<file path="config.mk">
export PLATFORM = sky130hd
export DESIGN_NAME = ahbl_i2s_tx
export DESIGN_NICKNAME = d
export VERILOG_FILES = /design/src/rtl/ahbl_i2s_tx_pkg.sv /design/src/rtl/ahbl_i2s_tx_core.sv /design/src/rtl/ahbl_i2s_tx.sv
export SDC_FILE = /design/constraint.sdc
export NUM_CORES = 1
export LEC_CHECK = 0
export ABC_AREA = 1
export ABC_CLOCK_PERIOD_IN_PS = 4100
export BUFFER_PORTS_ARGS = -buffer_cell sky130_fd_sc_hd__buf_2
export CAP_MARGIN = 10
export CORE_UTILIZATION = 55
export DETAILED_ROUTE_END_ITERATION = 6
export GPL_TIMING_DRIVEN = 0
export PLACE_DENSITY = 0.78
export SETUP_SLACK_MARGIN = 0.1
export SYNTH_ARGS = -nofsm -noshare
export SYNTH_HDL_FRONTEND = slang
export SYNTH_SLANG_ARGS = --single-unit
</file>
<file path="constraint.sdc">
create_clock -name HCLK -period 4.1 [get_ports HCLK]
set_clock_uncertainty 0.2 [all_clocks]
set_input_delay 0.82 -clock HCLK [delete_from_list [all_inputs] [get_ports HCLK]]
set_output_delay 0.82 -clock HCLK [all_outputs]
set_load 0.01 [all_outputs]
</file>
<file path="src/rtl/ahbl_i2s_tx_pkg.sv">
`default_nettype none
// ============================================================================
// Module      : ahbl_i2s_tx_pkg
// Description : Shared constants for the AHB-Lite I2S transmitter: register
//               offsets, CTRL/STATUS bit positions, unmapped read value and
//               the CTRL register record.
// Revision    : 1.0 - initial release
// ============================================================================
package ahbl_i2s_tx_pkg;

  // Register offsets (decoded on HADDR[7:0])
  localparam logic [7:0] c_ADDR_CTRL   = 8'h00;
  localparam logic [7:0] c_ADDR_STATUS = 8'h04;
  localparam logic [7:0] c_ADDR_DATA   = 8'h08;

  // CTRL bit positions
  localparam int c_CTRL_EN    = 0;
  localparam int c_CTRL_MONO  = 1;
  localparam int c_CTRL_IE    = 2;
  localparam int c_CTRL_FLUSH = 3;

  // STATUS bit positions
  localparam int c_ST_EMPTY     = 0;
  localparam int c_ST_FULL      = 1;
  localparam int c_ST_UNDERRUN  = 2;
  localparam int c_ST_OVERFLOW  = 3;
  localparam int c_ST_LEVEL_LSB = 4;
  localparam int c_ST_LEVEL_W   = 5;

  // Value returned by reads of unmapped offsets
  localparam logic [31:0] c_UNMAPPED_RD = 32'hBADD_BEEF;

  // Persistent CTRL fields (FLUSH is a pulse and is held separately)
  typedef struct packed {
    logic ie;
    logic mono;
    logic en;
  } ctrl_t;

endpackage : ahbl_i2s_tx_pkg
`default_nettype wire

</file>
<file path="src/rtl/ahbl_i2s_tx_core.sv">
`default_nettype none
// ============================================================================
// Module      : i2s_tx_core
// Description : I2S master serializer. Divides clk into SCK, tracks the bit
//               index and channel, drives WS one SCK ahead of each slot MSB
//               and shifts slot words out MSB-first on SD. Pulls slot words
//               from an external FIFO through a pop/empty handshake.
// Revision    : 1.0 - initial release
// ----------------------------------------------------------------------------
// Ports:
//   clk           in   system clock
//   rst_n         in   asynchronous active-low reset
//   i_en          in   run enable; low holds everything in reset state
//   i_mono        in   1: one FIFO word feeds both slots of a frame
//   i_fifo_empty  in   FIFO has no word available
//   i_fifo_data   in   FIFO head word
//   o_pop         out  consume the FIFO head this cycle
//   o_underrun    out  a slot needed a word but the FIFO was empty
//   o_sck         out  I2S bit clock
//   o_ws          out  I2S word select (0 = left, 1 = right)
//   o_sd          out  I2S serial data
// ============================================================================
module i2s_tx_core #(
  parameter int CLK_DIV = 4
) (
  input  logic        clk,
  input  logic        rst_n,
  input  logic        i_en,
  input  logic        i_mono,
  input  logic        i_fifo_empty,
  input  logic [31:0] i_fifo_data,
  output logic        o_pop,
  output logic        o_underrun,
  output logic        o_sck,
  output logic        o_ws,
  output logic        o_sd
);

  localparam logic [7:0] c_DIV_LAST = 8'(CLK_DIV - 1);

  // Idle state parks the bit index at 31 and the channel at "right", so the
  // very first falling edge after enabling is a left-slot start.
  localparam logic [4:0] c_IDX_IDLE = 5'd31;

  logic [7:0]  r_div;
  logic        r_sck;
  logic        r_ws;
  logic        r_sd;
  logic        r_chan;   // channel of the slot being shifted (1 = right)
  logic [4:0]  r_idx;
  logic [31:0] r_shift;
  logic [31:0] r_word;   // last word loaded at a pop point (reused for MONO)

  logic        w_tick;
  logic        w_fall;
  logic        w_slot;
  logic        w_need_pop;
  logic [31:0] w_load;

  assign w_tick = (r_div == c_DIV_LAST);
  assign w_fall = w_tick & r_sck;
  assign w_slot = w_fall & (r_idx == 5'd31);

  // Next slot is left when the current one is right. In MONO only the left
  // slot fetches; the right slot repeats the stored word.
  assign w_need_pop = w_slot & (~i_mono | r_chan);

  always_comb begin
    w_load = r_word;
    if (w_need_pop) begin
      w_load = i_fifo_empty ? 32'h0 : i_fifo_data;
    end
  end

  assign o_pop      = i_en & w_need_pop & ~i_fifo_empty;
  assign o_underrun = i_en & w_need_pop &  i_fifo_empty;

  always_ff @(posedge clk or negedge rst_n) begin
    if (!rst_n) begin
      r_div   <= 8'd0;
      r_sck   <= 1'b0;
      r_ws    <= 1'b0;
      r_sd    <= 1'b0;
      r_chan  <= 1'b1;
      r_idx   <= c_IDX_IDLE;
      r_shift <= 32'h0;
      r_word  <= 32'h0;
    end else if (!i_en) begin
      r_div   <= 8'd0;
      r_sck   <= 1'b0;
      r_ws    <= 1'b0;
      r_sd    <= 1'b0;
      r_chan  <= 1'b1;
      r_idx   <= c_IDX_IDLE;
      r_shift <= 32'h0;
      r_word  <= 32'h0;
    end else begin
      if (w_tick) begin
        r_div <= 8'd0;
        r_sck <= ~r_sck;
      end else begin
        r_div <= r_div + 8'd1;
      end

      if (w_fall) begin
        r_idx <= r_idx + 5'd1;
        // WS changes while the last bit of the current slot is on SD
        if (r_idx == 5'd30) begin
          r_ws <= ~r_ws;
        end
        if (w_slot) begin
          r_shift <= w_load;
          r_sd    <= w_load[31];
          r_chan  <= ~r_chan;
          if (w_need_pop) begin
            r_word <= w_load;
          end
        end else begin
          r_shift <= {r_shift[30:0], 1'b0};
          r_sd    <= r_shift[30];
        end
      end
    end
  end

  assign o_sck = r_sck;
  assign o_ws  = r_ws;
  assign o_sd  = r_sd;

endmodule : i2s_tx_core
`default_nettype wire

</file>
<file path="src/rtl/ahbl_i2s_tx.sv">
`default_nettype none
// ============================================================================
// Module      : ahbl_i2s_tx
// Description : AHB-Lite slave I2S master transmitter. CPU writes 32-bit slot
//               words into a FIFO; the serializer core plays them out in
//               standard I2S framing (left while WS=0, right while WS=1).
// Revision    : 1.0 - initial release
// ----------------------------------------------------------------------------
// Ports:
//   HCLK       in   system clock
//   HRESETn    in   asynchronous active-low reset
//   HADDR      in   AHB address (offset decoded on [7:0])
//   HTRANS     in   AHB transfer type
//   HWRITE     in   AHB write
//   HSIZE      in   AHB size (ignored, word access only)
//   HWDATA     in   AHB write data
//   HSEL       in   slave select
//   HREADY     in   bus ready
//   HRDATA     out  read data
//   HREADYOUT  out  always 1
//   SCK/WS/SD  out  I2S bit clock, word select, serial data
//   IRQ        out  level interrupt: IE & EN & (EMPTY | UNDERRUN)
// Registers: CTRL 0x00 (EN, MONO, IE, FLUSH), STATUS 0x04, DATA 0x08
// ============================================================================
module ahbl_i2s_tx
  import ahbl_i2s_tx_pkg::*;
#(
  parameter int CLK_DIV    = 4,
  parameter int FIFO_DEPTH = 4
) (
  input  logic        HCLK,
  input  logic        HRESETn,
  input  logic [31:0] HADDR,
  input  logic [1:0]  HTRANS,
  input  logic        HWRITE,
  input  logic [2:0]  HSIZE,
  input  logic [31:0] HWDATA,
  input  logic        HSEL,
  input  logic        HREADY,
  output logic [31:0] HRDATA,
  output logic        HREADYOUT,
  output logic        SCK,
  output logic        WS,
  output logic        SD,
  output logic        IRQ
);

  localparam int c_AW = $clog2(FIFO_DEPTH);

  typedef logic [c_AW-1:0] ptr_t;
  typedef logic [c_AW:0]   cnt_t;

  localparam cnt_t c_FULL_CNT = cnt_t'(FIFO_DEPTH);

  // --------------------------------------------------------------------------
  // Address phase capture
  // --------------------------------------------------------------------------
  logic [7:0] r_haddr;
  logic       r_htrans_act;
  logic       r_hwrite;
  logic       r_hsel;

  always_ff @(posedge HCLK or negedge HRESETn) begin
    if (!HRESETn) begin
      r_haddr      <= 8'h0;
      r_htrans_act <= 1'b0;
      r_hwrite     <= 1'b0;
      r_hsel       <= 1'b0;
    end else if (HREADY) begin
      r_haddr      <= HADDR[7:0];
      r_htrans_act <= HTRANS[1];
      r_hwrite     <= HWRITE;
      r_hsel       <= HSEL;
    end
  end

  logic w_wr;
  logic w_rd;
  logic w_wr_ctrl;
  logic w_wr_data;
  logic w_rd_status;

  assign w_wr        = r_htrans_act & r_hsel &  r_hwrite;
  assign w_rd        = r_htrans_act & r_hsel & ~r_hwrite;
  assign w_wr_ctrl   = w_wr & (r_haddr == c_ADDR_CTRL);
  assign w_wr_data   = w_wr & (r_haddr == c_ADDR_DATA);
  assign w_rd_status = w_rd & (r_haddr == c_ADDR_STATUS);

  // Upper address bits, IDLE/BUSY distinction and size carry no information
  logic w_unused;
  assign w_unused = ^{HADDR[31:8], HTRANS[0], HSIZE};

  // --------------------------------------------------------------------------
  // CTRL
  // --------------------------------------------------------------------------
  ctrl_t r_ctrl;
  logic  r_flush;   // one-cycle pulse following a FLUSH write

  always_ff @(posedge HCLK or negedge HRESETn) begin
    if (!HRESETn) begin
      r_ctrl  <= '0;
      r_flush <= 1'b0;
    end else if (w_wr_ctrl) begin
      r_ctrl.en   <= HWDATA[c_CTRL_EN];
      r_ctrl.mono <= HWDATA[c_CTRL_MONO];
      r_ctrl.ie   <= HWDATA[c_CTRL_IE];
      r_flush     <= HWDATA[c_CTRL_FLUSH];
    end else begin
      r_flush <= 1'b0;
    end
  end

  // --------------------------------------------------------------------------
  // FIFO
  // --------------------------------------------------------------------------
  logic [31:0] r_mem [FIFO_DEPTH];
  ptr_t        r_wptr;
  ptr_t        r_rptr;
  cnt_t        r_count;

  logic w_empty;
  logic w_full;
  logic w_core_pop;
  logic w_core_urun;
  logic w_pop;
  logic w_push_req;
  logic w_push;
  logic w_ovf_set;

  assign w_empty    = (r_count == '0);
  assign w_full     = (r_count == c_FULL_CNT);
  // The flush pulse wins over both a concurrent pop and a concurrent push
  assign w_pop      = w_core_pop & ~r_flush;
  assign w_push_req = w_wr_data & ~r_flush;
  // A push into a full FIFO is still accepted when a pop frees a slot
  assign w_push     = w_push_req & (~w_full | w_pop);
  assign w_ovf_set  = w_push_req & w_full & ~w_pop;

  always_ff @(posedge HCLK) begin
    if (w_push) begin
      r_mem[r_wptr] <= HWDATA;
    end
  end

  always_ff @(posedge HCLK or negedge HRESETn) begin
    if (!HRESETn) begin
      r_wptr  <= '0;
      r_rptr  <= '0;
      r_count <= '0;
    end else if (r_flush) begin
      r_wptr  <= '0;
      r_rptr  <= '0;
      r_count <= '0;
    end else begin
      if (w_push) begin
        r_wptr <= r_wptr + ptr_t'(1);
      end
      if (w_pop) begin
        r_rptr <= r_rptr + ptr_t'(1);
      end
      case ({w_push, w_pop})
        2'b10:   r_count <= r_count + cnt_t'(1);
        2'b01:   r_count <= r_count - cnt_t'(1);
        default: r_count <= r_count;
      endcase
    end
  end

  // --------------------------------------------------------------------------
  // Sticky status flags: a new event in the clearing read's cycle survives
  // --------------------------------------------------------------------------
  logic r_underrun;
  logic r_overflow;

  always_ff @(posedge HCLK or negedge HRESETn) begin
    if (!HRESETn) begin
      r_underrun <= 1'b0;
      r_overflow <= 1'b0;
    end else begin
      r_underrun <= w_core_urun | (r_underrun & ~w_rd_status);
      r_overflow <= w_ovf_set   | (r_overflow & ~w_rd_status);
    end
  end

  // --------------------------------------------------------------------------
  // Serializer
  // --------------------------------------------------------------------------
  i2s_tx_core #(
    .CLK_DIV (CLK_DIV)
  ) u_core (
    .clk          (HCLK),
    .rst_n        (HRESETn),
    .i_en         (r_ctrl.en),
    .i_mono       (r_ctrl.mono),
    .i_fifo_empty (w_empty),
    .i_fifo_data  (r_mem[r_rptr]),
    .o_pop        (w_core_pop),
    .o_underrun   (w_core_urun),
    .o_sck        (SCK),
    .o_ws         (WS),
    .o_sd         (SD)
  );

  // --------------------------------------------------------------------------
  // Interrupt
  // --------------------------------------------------------------------------
  logic r_irq;

  always_ff @(posedge HCLK or negedge HRESETn) begin
    if (!HRESETn) begin
      r_irq <= 1'b0;
    end else begin
      r_irq <= r_ctrl.ie & r_ctrl.en & (w_empty | r_underrun);
    end
  end

  assign IRQ = r_irq;

  // --------------------------------------------------------------------------
  // Read mux
  // --------------------------------------------------------------------------
  logic [c_ST_LEVEL_W-1:0] w_level;
  logic [31:0]             w_status;
  logic [31:0]             w_ctrl_rd;

  assign w_level   = c_ST_LEVEL_W'(r_count);
  assign w_status  = {23'd0, w_level, r_overflow, r_underrun, w_full, w_empty};
  // FLUSH always reads back as 0
  assign w_ctrl_rd = {28'd0, 1'b0, r_ctrl.ie, r_ctrl.mono, r_ctrl.en};

  always_comb begin
    HRDATA = c_UNMAPPED_RD;
    case (r_haddr)
      c_ADDR_CTRL:   HRDATA = w_ctrl_rd;
      c_ADDR_STATUS: HRDATA = w_status;
      c_ADDR_DATA:   HRDATA = 32'h0;
      default:       HRDATA = c_UNMAPPED_RD;
    endcase
  end

  assign HREADYOUT = 1'b1;

endmodule : ahbl_i2s_tx
`default_nettype wire
</file>
# Yosys cells after proc, flatten, opt, wreduce, memory -nomap -nowiden
# Memory sizes are Yosys's and may differ from the RTL's.
# Index checks and enable logic that the tools add are counted.
[totals]
mem_count = 1
output_inout_bits = 37
ff_bits = 105
ram_bits = 128
[classes]
n_addsub = 6
reduce_logical = 8
mux = 34
n_bitwise = 36
eq_ne = 13
[memory_table]
columns = ["memory", "depth", "width", "rd", "rd_ports_with_merged_regs", "write_ports", "line", "rtl"]
rows = [
  ["r_mem", 4, 32, 1, 0, 1, "ahbl_i2s_tx.sv:116", "logic [31:0] r_mem [FIFO_DEPTH];"],
]
[ops]
columns = ["op", "count"]
rows = [
  ["$mux 32", 6],
  ["$pmux 32 s3", 1],
  ["$mux 31", 3],
  ["$and 1x1->1", 21],
  ["$mux 8", 2],
  ["$mux 1", 14],
  ["$eq 5x5->1 const B", 2],
  ["$mux 5", 2],
  ["$ne 2x1->1 const B", 5],
  ["$not 1->1", 10],
  ["$add 8x1->8 const B", 1],
  ["$eq 8x2->1 const B", 1],
  ["$eq 8x3->1 const B", 1],
  ["$eq 8x4->1 const B", 1],
  ["$logic_not 8->1", 1],
  ["$mux 2", 4],
  ["$pmux 3 s2", 1],
  ["$add 5x1->5 const B", 1],
  ["$or 1x1->1", 5],
  ["$add 2x1->2 const B", 2],
  ["$reduce_and 2->1", 2],
  ["$reduce_bool 2->1", 2],
  ["$add 3x1->3 const B", 1],
  ["$eq 3x3->1 const B", 1],
  ["7 further kinds", 7],
]

# Depth between registers and ports, before layout
[logic_depth]
ltp_word = 12
ltp_mapped = 17
mapped_depth_nobuf = 16

# By module
# From an unflattened synthesis, not the netlist that was laid out.
[unflattened]
cells_unflattened = 999
hier_area_um2 = 10194.8
[modules_own_cells]
columns = ["module", "area_each_um2", "cells_per_inst", "n_inst"]
rows = [
  ["ahbl_i2s_tx", 6226.0, 503, 1],
  ["i2s_tx_core", 3968.8, 496, 1],
]

# Least setup slack after synthesis
# No wires, ideal clock.
[synth_path]
path_kind = "reg2reg"
startpoint = "reg u_core.r_idx[1]"
endpoint = "mem r_mem[0][0] (enable)"
setup_slack_ns = 0.342
arrival_ns = 3.137
stages_incl_launch_ff = 11
setup_time_ns = 0.421
required_time_ns = 3.479
path_cell_list = "dfstp_2 > ha_1 > inv_1 > nor3_1 > ha_1 > nand4_4 > nor2_4 > nand3_1 > nand2_1 > nand2_2 > nor2_1"
[synth_via]
elab_chain_cells = 10
[synth_lines]
columns = ["item", "line", "rtl"]
rows = [
  ["from (decl)", "ahbl_i2s_tx_core.sv:50", "logic [4:0] r_idx;"],
  ["from (signal assigned)", "ahbl_i2s_tx_core.sv:85", "r_idx <= c_IDX_IDLE;"],
  ["from (signal assigned)", "ahbl_i2s_tx_core.sv:94", "r_idx <= c_IDX_IDLE;"],
  ["from (signal assigned)", "ahbl_i2s_tx_core.sv:106", "r_idx <= r_idx + 5'd1;"],
  ["$eq 5x5->1", "ahbl_i2s_tx_core.sv:62", "assign w_slot = w_fall & (r_idx == 5'd31);"],
  ["$and 1x1->1", "ahbl_i2s_tx_core.sv:62", ""],
  ["$and 1x1->1", "ahbl_i2s_tx_core.sv:66", "assign w_need_pop = w_slot & (~i_mono | r_chan);"],
  ["$and 1x1->1 (2 in a row)", "ahbl_i2s_tx_core.sv:75", "assign o_pop = i_en & w_need_pop & ~i_fifo_empty;"],
  ["$and 1x1->1", "ahbl_i2s_tx.sv:133", "assign w_pop = w_core_pop & ~r_flush;"],
  ["$or 1x1->1", "ahbl_i2s_tx.sv:136", "assign w_push = w_push_req & (~w_full | w_pop);"],
  ["$and 1x1->1", "ahbl_i2s_tx.sv:136", ""],
  ["$mux 1", "ahbl_i2s_tx.sv:140", "if (w_push) begin"],
  ["$mux 1 (not written as such)", "ahbl_i2s_tx.sv:141", "r_mem[r_wptr] <= HWDATA;"],
  ["to (decl)", "ahbl_i2s_tx.sv:116", ""],
]
# Every way passes these cells.

# Worst setup path in the final report
[layout_path]
startpoint = "reg u_core.r_idx[1]"
endpoint = "mem r_mem[2][14] (enable)"
# Same word-level chain as after synthesis.

==> impl_metrics.tcl <==
set metrics [dict create \
    overflow 0 \
    yosysWarnings 0 \
    grt_pass1_vias 6592 \
    worstPathCellList "ha_1 -> inv_1 -> nor3_1 -> ha_1 -> nand4_4 -> nor2_4 -> nand3_1 -> nand2_1 -> nand2_2 -> nor2_4 -> buf_16" \
    grt_max_degree 57 \
    ir_drop_mv 0.440 \
    yosys-top-cells-area "edfxtp_1 (39%), dfrtp_1 (25%), nand2_1 (8.0%)" \
    p_sw_share_pct 21.7 \
    p_int_uw 4000 \
    drv_cap 0 \
    layout_commonest_cell "nand2_1" \
    ant_nets 0 \
    relSlewSlack_pct 56.5 \
    initial_utilization_pct 56.6 \
    cts-htree-levels 1 \
    wire_per_inst_um 15.9 \
    viasPerCell 5.37 \
    cts.repair.resized 0 \
    clk_path_buf_depth 3 \
    drive_gt1_share_pct 17.8 \
    crit_arrival_ns 3.32 \
    synth.largest_area_cell "edfxtp_1" \
    area_delta_synth_final_pct 17.0 \
    period_share_pct 80.9 \
    synth.distinct_cells 36 \
    gp_congestion 0.816 \
    placed_area_um2 10700 \
    numCtsBuffers 24 \
    track_usage_pct 23.3 \
    startpoint_type "register" \
    required_ns 4.10 \
    slowest_delay_ns 0.55 \
    clkSlewWorstSetupHoldPaths_ns 0.06 \
    dr.first_iter.drc_count 576 \
    hold_class "in2async" \
    tightest_slew_ns 0.653 \
    dpl.cell_count 1245 \
    clockPowerShare_pct 44.1 \
    drt_wl_total_mm 20.5 \
    slew_viol_final 0 \
    clock_sinks 233 \
    vias 6926 \
    tritoncts "yes" \
    seq_power_share_pct 49.6 \
    numPortBuffers 73 \
    grt_pass1_wl_mm 33.5 \
    critical_path_class "reg2reg" \
    final.min_clock_period_ns 3.32 \
    hold_violations 0 \
    critPathTopFamily "simple AND/OR/NAND/NOR gates" \
    postCtsHoldBufs 0 \
    ios 111 \
    dp_hpwl_mm 13.6 \
    worst_hold_slack_ns 0.133 \
    syn_inst 935 \
    synth_area_um2 9820 \
    leakage_uw 0.00504 \
    rsz0062_at_grt "false" \
    synth_seq_area_share_pct 66.0 \
    endpoint_kind "register" \
    synth_seq_cells 233 \
    layout_common_cells "nand2_1 (210), edfxtp_1 (128), nor2_1 (105)" \
    final.setup.worst_slack_ns 0.781 \
    fmax_ghz 0.301 \
    fin_nets 1129 \
    power_switching_uw 1110 \
    root_buffer "clkbuf_16" \
    avgSynthCellArea_um2 10.5 \
    power.density_nw_per_um2 445 \
    finalSetupViolCount 0 \
    status "finished, final reports clean" \
    post-place-ws_ns 0.778 \
    dr.pass1.iters 5 \
    critPathMaxFanout 21 \
    finalNonFillerCells 1289 \
    fin_area_um2 11500 \
    rows 48 \
    dieArea_um2 18400 \
    antennaDiodeCount 0 \
    die_h_um 136 \
    antenna_found_initial 0 \
    post_cts_buffers 0 \
    drc 0 \
    synth_top_area_share_pct 39.1 \
    core_um2 17400 \
    tns_ns 0 \
    die_x_um 136 \
    clk_latency_ns 0.51 \
    combPwrFrac_pct 6.3 \
    slowest_stage "dfstp_2" \
    crit_buf_inv 2 \
]
-- worst reg2reg max path: stages (launching register included) --
cell and delay (ns):
dfstp_2 0.55, ha_1 0.16, inv_1 0.06, nor3_1 0.16, ha_1 0.29, nand4_4 0.21, nor2_4 0.21, nand3_1 0.13
nand2_1 0.17, nand2_2 0.19, nor2_4 0.44, buf_16 0.24
-- state kept, by name (all words and copies together), names as in the netlist, 2 cells and up --
| name | count |
|---|---|
| r_rptr | 2 |
| r_ctrl | 3 |
| r_mem | 128 |
| u_core.r_div | 8 |
| r_count | 3 |
| u_core.r_shift | 31 |
| r_haddr | 8 |
| r_wptr | 2 |
| u_core.r_idx | 5 |
| u_core.r_word | 32 |
-- final cells by class --
type | count | area [µm²]
Sequential cell | 233 | 6480
Fill cell | 1305 | 5870
Multi-Input combinational cell | 567 | 2740
Clock buffer | 32 | 697
Timing Repair Buffer | 79 | 494
Buffer | 68 | 382
Tap cell | 225 | 282
Inverter | 73 | 274
Clock inverter | 12 | 135
-- cell families (layout without fill, tap and decap cells) --
group | after synthesis | after routing | share of synthesized area [%]
AO/OA/AOI/OAI | 172 | 172 | 9.61
XOR/XNOR | 2 | 2 | 0.178
adder cells (fa/ha/maj) | 9 | 9 | 1.22
buffers and inverters | 141 | 264 | 6.68
flip-flops | 233 | 233 | 66.0
multiplexers | 5 | 5 | 0.573
other | 2 | 8 | 0.0765
AND/OR/NAND/NOR | 371 | 371 | 15.7
-- final timing paths --
kind                                     endpoint             from  cells past startpoint  slack (ns)
worst max-delay path                 r_mem[2][14]  u_core.r_idx[1]                     11        0.78
worst min-delay path            u_core.r_word[18]          HRESETn                      1        0.13
worst max register to register       r_mem[2][14]  u_core.r_idx[1]                     11        0.78
worst min register to register    u_core.r_div[0]  u_core.r_div[0]                      1        0.26
max in group asynchronous         u_core.r_idx[0]          HRESETn                      2        2.81
min in group HCLK                 u_core.r_div[0]  u_core.r_div[0]                      1        0.26
-- synth_stat cells, drive strengths merged --
| library cell | n |
|---|---|
| nand3 | 21 |
| mux2 | 5 |
| a21boi | 2 |
| o21ai | 97 |
| conb | 2 |
| nor3 | 14 |
| dfstp | 6 |
| nand2 | 212 |
| inv | 73 |
| a22o | 2 |
| clkbuf | 26 |
| a211oi | 4 |
| edfxtp | 128 |
| xor2 | 1 |
| buf | 42 |
| nand4 | 5 |
| ha | 8 |
| nor2 | 113 |
| a21oi | 22 |
| o211a | 1 |
| o22ai | 44 |
| nor3b | 3 |
| fa | 1 |
| and3 | 3 |
| dfrtp | 99 |
| xnor2 | 1 |
-- per-stage QoR --
| stage | utilization (%) | power (µW) |
|---|---|---|
| 6_report | 66.2 | 5110 |
| 5_1_grt | 66.2 | 5270 |
| 4_1_cts | 66.2 | 5140 |
| 3_5_place_dp | 61.4 | 2900 |
| 3_3_place_gp | 60.4 | 2890 |
| 2_1_floorplan | - | 2770 |
-- power by group through the flow --
| stage | sequential [µW] | clock, µW | combinational (µW) |
|---|---|---|---|
| 2_1_floorplan | 2580 | 0 | 193 |
| 3_3_place_gp | 2580 | 0 | 313 |
| 3_5_place_dp | 2580 | 0 | 324 |
| 4_1_cts | 2530 | 2280 | 326 |
| 5_1_grt | 2540 | 2370 | 364 |
| 6_report | 2530 | 2250 | 324 |
-- per-layer routing --
layer / global-route usage (%) / vias to the layer above / part of all wire (%)
li1: - / 3334 / -
met1: 33.2 / 3336 / 45
met2: 37.9 / 223 / 47
met3: 3.25 / 33 / 6.2
met4: 6.05 / 0 / 1.3
met5: 0 / - / 0
(Power assumes the default switching activity.)
